<file path="config.mk">
export PLATFORM = sky130hd
export DESIGN_NAME = bcd_scan_display
export DESIGN_NICKNAME = d
export VERILOG_FILES = /design/src/rtl/bcd_display_pkg.sv /design/src/rtl/bcd_to_7seg.sv /design/src/rtl/bcd_scan_display.sv
export SDC_FILE = /design/constraint.sdc
export NUM_CORES = 1
export LEC_CHECK = 0
export ABC_AREA = 1
export BUFFER_PORTS_ARGS = -buffer_cell sky130_fd_sc_hd__buf_2
export CORE_MARGIN = 2
export CORE_UTILIZATION = 55
export DETAILED_ROUTE_END_ITERATION = 16
export HOLD_SLACK_MARGIN = 0.02
export PLACE_DENSITY = 0.81
export SLEW_MARGIN = 25
export SYNTH_ARGS = -nofsm -noshare
export SYNTH_HDL_FRONTEND = slang
export SYNTH_SLANG_ARGS = --single-unit
</file>
<file path="constraint.sdc">
create_clock -name CLK -period 3.15 [get_ports CLK]
set_input_delay 0.1575 -clock CLK [delete_from_list [all_inputs] [get_ports CLK]]
set_output_delay 0.1575 -clock CLK [all_outputs]
set_load 0.02 [all_outputs]
</file>
<file path="src/rtl/bcd_display_pkg.sv">
// ============================================================================
// Module      : bcd_display_pkg
// Description : Shared 7-segment types and glyph constants for the
//               counter/display design. Bit order is {g,f,e,d,c,b,a}.
// Revision    : 1.0 - initial release
// ============================================================================
`default_nettype none

package bcd_display_pkg;

    // Bit 0 = segment a ... bit 6 = segment g, active-high.
    typedef logic [6:0] seg_t;

    localparam seg_t SEG_0    = 7'h3F;
    localparam seg_t SEG_1    = 7'h06;
    localparam seg_t SEG_2    = 7'h5B;
    localparam seg_t SEG_3    = 7'h4F;
    localparam seg_t SEG_4    = 7'h66;
    localparam seg_t SEG_5    = 7'h6D;
    localparam seg_t SEG_6    = 7'h7D;
    localparam seg_t SEG_7    = 7'h07;
    localparam seg_t SEG_8    = 7'h7F;
    localparam seg_t SEG_9    = 7'h6F;
    localparam seg_t SEG_DASH = 7'h40;
    localparam seg_t SEG_OFF  = 7'h00;

endpackage

`default_nettype wire

</file>
<file path="src/rtl/bcd_to_7seg.sv">
// ============================================================================
// Module      : bcd_to_7seg
// Description : Combinational BCD to 7-segment decoder; codes 10-15 show a dash.
// Revision    : 1.0 - initial release
// ============================================================================
`default_nettype none

module bcd_to_7seg
    import bcd_display_pkg::*;
(
    input  logic [3:0] bcd,
    output seg_t       seg
);

    always_comb begin
        seg = SEG_DASH;
        case (bcd)
            4'd0:    seg = SEG_0;
            4'd1:    seg = SEG_1;
            4'd2:    seg = SEG_2;
            4'd3:    seg = SEG_3;
            4'd4:    seg = SEG_4;
            4'd5:    seg = SEG_5;
            4'd6:    seg = SEG_6;
            4'd7:    seg = SEG_7;
            4'd8:    seg = SEG_8;
            4'd9:    seg = SEG_9;
            default: seg = SEG_DASH;
        endcase
    end

endmodule

`default_nettype wire

</file>
<file path="src/rtl/bcd_scan_display.sv">
// ============================================================================
// Module      : bcd_scan_display
// Description : Four-digit multiplexed 7-segment driver with per-frame input
//               snapshot and per-slot dead time. Optional macro
//               LEADING_ZERO_BLANK_EN suppresses leading zeros.
// Revision    : 1.0 - initial release
// ============================================================================
`default_nettype none

module bcd_scan_display
    import bcd_display_pkg::*;
#(
    parameter int DIV          = 12000,
    parameter int BLANK_CYCLES = 4
) (
    input  logic       CLK,
    input  logic       RST,
    input  logic [3:0] units,
    input  logic [3:0] tens,
    input  logic [3:0] hundreds,
    input  logic [3:0] thousands,
    output logic [6:0] SEG,
    output logic [3:0] DIGIT
);

    localparam int CNT_W = (DIV > 1) ? $clog2(DIV) : 1;
    localparam logic [CNT_W-1:0] c_cnt_max = CNT_W'(DIV - 1);

    logic [CNT_W-1:0] r_cnt;
    logic [1:0]       r_idx;
    logic [3:0][3:0]  r_snap;
    logic [6:0]       r_seg;
    logic [3:0]       r_digit;

    logic       w_slot_end;
    logic       w_frame_end;
    logic       w_dead;
    logic [3:0] w_lz;
    logic       w_blank;
    seg_t       w_seg;
    logic [3:0] w_onehot;

    assign w_slot_end  = (r_cnt == c_cnt_max);
    assign w_frame_end = w_slot_end && (r_idx == 2'd3);
    assign w_onehot    = 4'b0001 << r_idx;

    generate
        if (BLANK_CYCLES == 0) begin : g_no_dead
            assign w_dead = 1'b0;
        end else begin : g_dead
            localparam logic [CNT_W-1:0] c_blank = CNT_W'(BLANK_CYCLES);
            assign w_dead = (r_cnt < c_blank);
        end
    endgenerate

`ifdef LEADING_ZERO_BLANK_EN
    // A digit is a leading zero only if it and every digit to its left is 0;
    // codes above 9 count as non-zero, and units is always shown.
    always_comb begin
        w_lz    = 4'b0000;
        w_lz[3] = (r_snap[3] == 4'd0);
        w_lz[2] = w_lz[3] && (r_snap[2] == 4'd0);
        w_lz[1] = w_lz[2] && (r_snap[1] == 4'd0);
    end
`else
    assign w_lz = 4'b0000;
`endif

    assign w_blank = w_lz[r_idx];

    bcd_to_7seg u_dec (
        .bcd (r_snap[r_idx]),
        .seg (w_seg)
    );

    // Snapshot loads on the same edge the scan wraps back to digit 0, so the
    // new frame starts with coherent data.
    always_ff @(posedge CLK) begin
        if (RST) begin
            r_cnt   <= '0;
            r_idx   <= 2'd0;
            r_snap  <= '0;
            r_seg   <= SEG_OFF;
            r_digit <= 4'b0000;
        end else begin
            r_cnt <= w_slot_end ? '0 : r_cnt + 1'b1;
            if (w_slot_end) begin
                r_idx <= r_idx + 2'd1;
            end
            if (w_frame_end) begin
                r_snap <= {thousands, hundreds, tens, units};
            end
            r_seg   <= w_blank ? SEG_OFF : w_seg;
            r_digit <= (w_dead || w_blank) ? 4'b0000 : w_onehot;
        end
    end

    assign SEG   = r_seg;
    assign DIGIT = r_digit;

endmodule

`default_nettype wire

</file>
==> metrics.md <==
| Metric | Value |
|---|---|
| Cell Rows | `22` |
| Slew Viols, Final | `0` |
| Cells after Synth | `303` |
| Setup crit end kind | `register` |
| Max-Cap Viols | `0` |
| CTS sink count | `43` |
| Starting Density | `0.570` |
| Clk root buf | `clkbuf_8` |
| Fin util | `0.632` |
| Area growth from synthesis to layout | `10.9%` |
| Setup crit start kind | `register` |
| Setup Viol. Count Final | `0` |
| Setup TNS | `0 ns` |
| Ports | `29` |
| Die Width | `65.6 µm` |
| Synth Net Count | `329` |
| Total congestion overflow | `0` |
| Worst-Margin Slew | `0.609 ns` |
| Fin crit period | `1.93 ns` |
| Vias | `1815` |
| Post-layout instance area | `2310 µm²` |
| Final Cycle Share | `0.613` |
| Layout cells sized above 1 | `0.134` |
| Total routed wirelength | `3780 µm` |
| Pre-antenna DRT Iters | `4` |
| Setup Skew | `0.00272 ns` |
| Worst IR Drop VDD | `347 µV` |
| Critical path class | `register to register` |
| Antenna viol nets, final | `0` |
| Post-CTS Resized | `0` |
| Hold_buf cts | `0` |
| RSZ-0062 raised after global routing | `false` |
| Placed Area | `2220 µm²` |
| First-pass GRT wire length | `6610 µm` |
| F_max | `518 MHz` |
| Worst-path clk slew | `0.08 ns` |
| 1st-iter DRT viols | `104` |
| Fin. Hold Viols | `0` |
| Leakage | `1.16 nW` |
| Outcome | `completed` |
| Vias in the first global route | `1625` |
| CTS tree | `done` |
| Initial antenna violation count | `0` |
| Port buffer count | `28` |
| PD cells | `408 nW/µm²` |
| Crit path max fanout | `13` |
| H-tree depth | `2` |
| Core ar. | `3660 µm²` |
| Post-Synthesis Cell Area | `2090 µm²` |
| Chip height | `65.6 µm` |
| Mean Syn Cell Area | `6.88 µm²` |
| Wire per inst | `10.0 µm` |
| Skew-Pair Late Insertion Delay | `0.30 ns` |
| Worst path arrival time | `2.17 ns` |
| GP Congestion | `0.891` |
| Full die area | `4300 µm²` |
| Synthesis-stage register bit count | `43` |
| Critical Path RT | `3.38 ns` |
| Post-CTS Repair Setup Buffers | `0` |
| Slew headroom | `0.594` |
| Syn. warnings | `0` |
| DP HPWL | `2640 µm` |
| TritonCTS buffer count | `5` |
| Ant. Diodes | `0` |
| Min-delay worst type | `primary input to register` |
| CTS Buffer Depth | `2` |
| Post-synth cell types | `26` |
| GRT Overall Usage | `0.198` |
| Seq/Total Area, Yosys | `0.413` |
| Pin count of the biggest net entering global routing | `33` |
| Fin nets | `355` |
| Detailed-route vias per instance | `4.81` |
| DRC Markers | `0` |
==> metrics by stage <==
stage	setup slack, ns	cells	hold WS (ns)	power, mW
final	1.22	377	0.0768	0.943
after global routing	1.00	377	0.0744	0.978
after CTS	1.25	377	0.0756	0.951
after detailed placement	1.27	370	0.384	0.604
after global placement	1.33	370	0.378	0.604
after floorplan	1.67	303	0.292	0.588
==> Yosys cell counts (all sizes together) <==
| cell type | n | area, µm² |
|---|---|---|
| nand2 | 89 | 342 |
| nor2 | 60 | 228 |
| dfxtp | 43 | 861 |
| inv | 40 | 150 |
| nand3 | 22 | 128 |
| a21oi | 9 | 45.0 |
| buf | 8 | 57.6 |
| ha | 8 | 100 |
| nor3 | 5 | 47.5 |
| o21ai | 4 | 20.0 |
| xor2 | 4 | 35.0 |
| nand4 | 3 | 18.8 |
| a31oi | 2 | 12.5 |
| xnor2 | 2 | 17.5 |
| and2 | 1 | 6.26 |
| clkbuf | 1 | 3.75 |
| nor3b | 1 | 7.51 |
| nor4 | 1 | 6.26 |
==> placed cells by master, fill, tap and decap left out, drive strengths merged <==
cell type | netlist | final
nand3 | 22 | 22
nand4 | 3 | 3
a31oi | 2 | 2
nand2 | 89 | 89
nor4 | 1 | 1
ha | 8 | 8
o21ai | 4 | 4
nor3b | 1 | 1
nor3 | 5 | 5
xnor2 | 2 | 2
nor2 | 60 | 60
buf | 8 | 28
and2 | 1 | 1
inv | 40 | 40
a21oi | 9 | 9
clkinv | 0 | 1
clkbuf | 1 | 6
xor2 | 4 | 4
dfxtp | 43 | 43
==> worst paths after layout <==
kind | start | to | slack (ns) | cells past startpoint
max | r_idx[0] | SEG[5] | 1.22 | 11
min reg2reg | r_cnt[0] | r_cnt[0] | 0.46 | 1
max reg2reg | r_idx[0] | SEG[5] | 1.22 | 11
min | units[3] | r_snap[3] | 0.08 | 3
==> routing by layer <==
metal | up-vias | track usage | part of all wire
li1 | 972 | - | -
met1 | 779 | 0.246 | 0.48
met2 | 58 | 0.320 | 0.45
met3 | 6 | 0.0634 | 0.064
met4 | 0 | 0.0781 | 0.012
met5 | - | 0 | 0
==> worst max-delay path: stages, from the launching register on <==
cell and delay (ns):
dfxtp_1 0.60, inv_2 0.19, nand2_1 0.10, nand3_1 0.06
nand2_1 0.22, inv_1 0.10, ha_1 0.20, inv_1 0.05
nand3_1 0.09, nand2_1 0.08, nand2_1 0.05, a21oi_1 0.11
==> cell families (layout without fill, tap and decap cells) <==
logic type	after synthesis	in the layout	synth area share
compound gates	15	15	0.0372
simple gates	182	182	0.376
flops	43	43	0.413
buf+inv	49	75	0.101
xor+xnor	6	6	0.0252
fa+ha+maj	8	8	0.0480
==> sequential cells by signal, indices dropped and copies added (netlist names) <==
signal / flops
SEG: 7
r_snap: 16
DIGIT: 4
r_cnt: 14
r_idx: 2
==> final cells by class <==
class	count	area [µm²]
Fill cell	351	1350
Clock inverter	1	5.00
Inverter	40	150
Timing Repair Buffer	28	140
Clock buffer	6	82.6
Multi-Input combinational cell	211	1010
Sequential cell	43	861
Tap cell	48	60.1
==> power by group <==
group / internal (mW) / switching, mW / leakage [nW]
clock: 0.172 / 0.180 / 0.0470
combinational: 0.0151 / 0.0225 / 0.763
sequential: 0.551 / 0.00288 / 0.349
total: 0.738 / 0.206 / 1.16
Power figures use the tool's default switching activity.
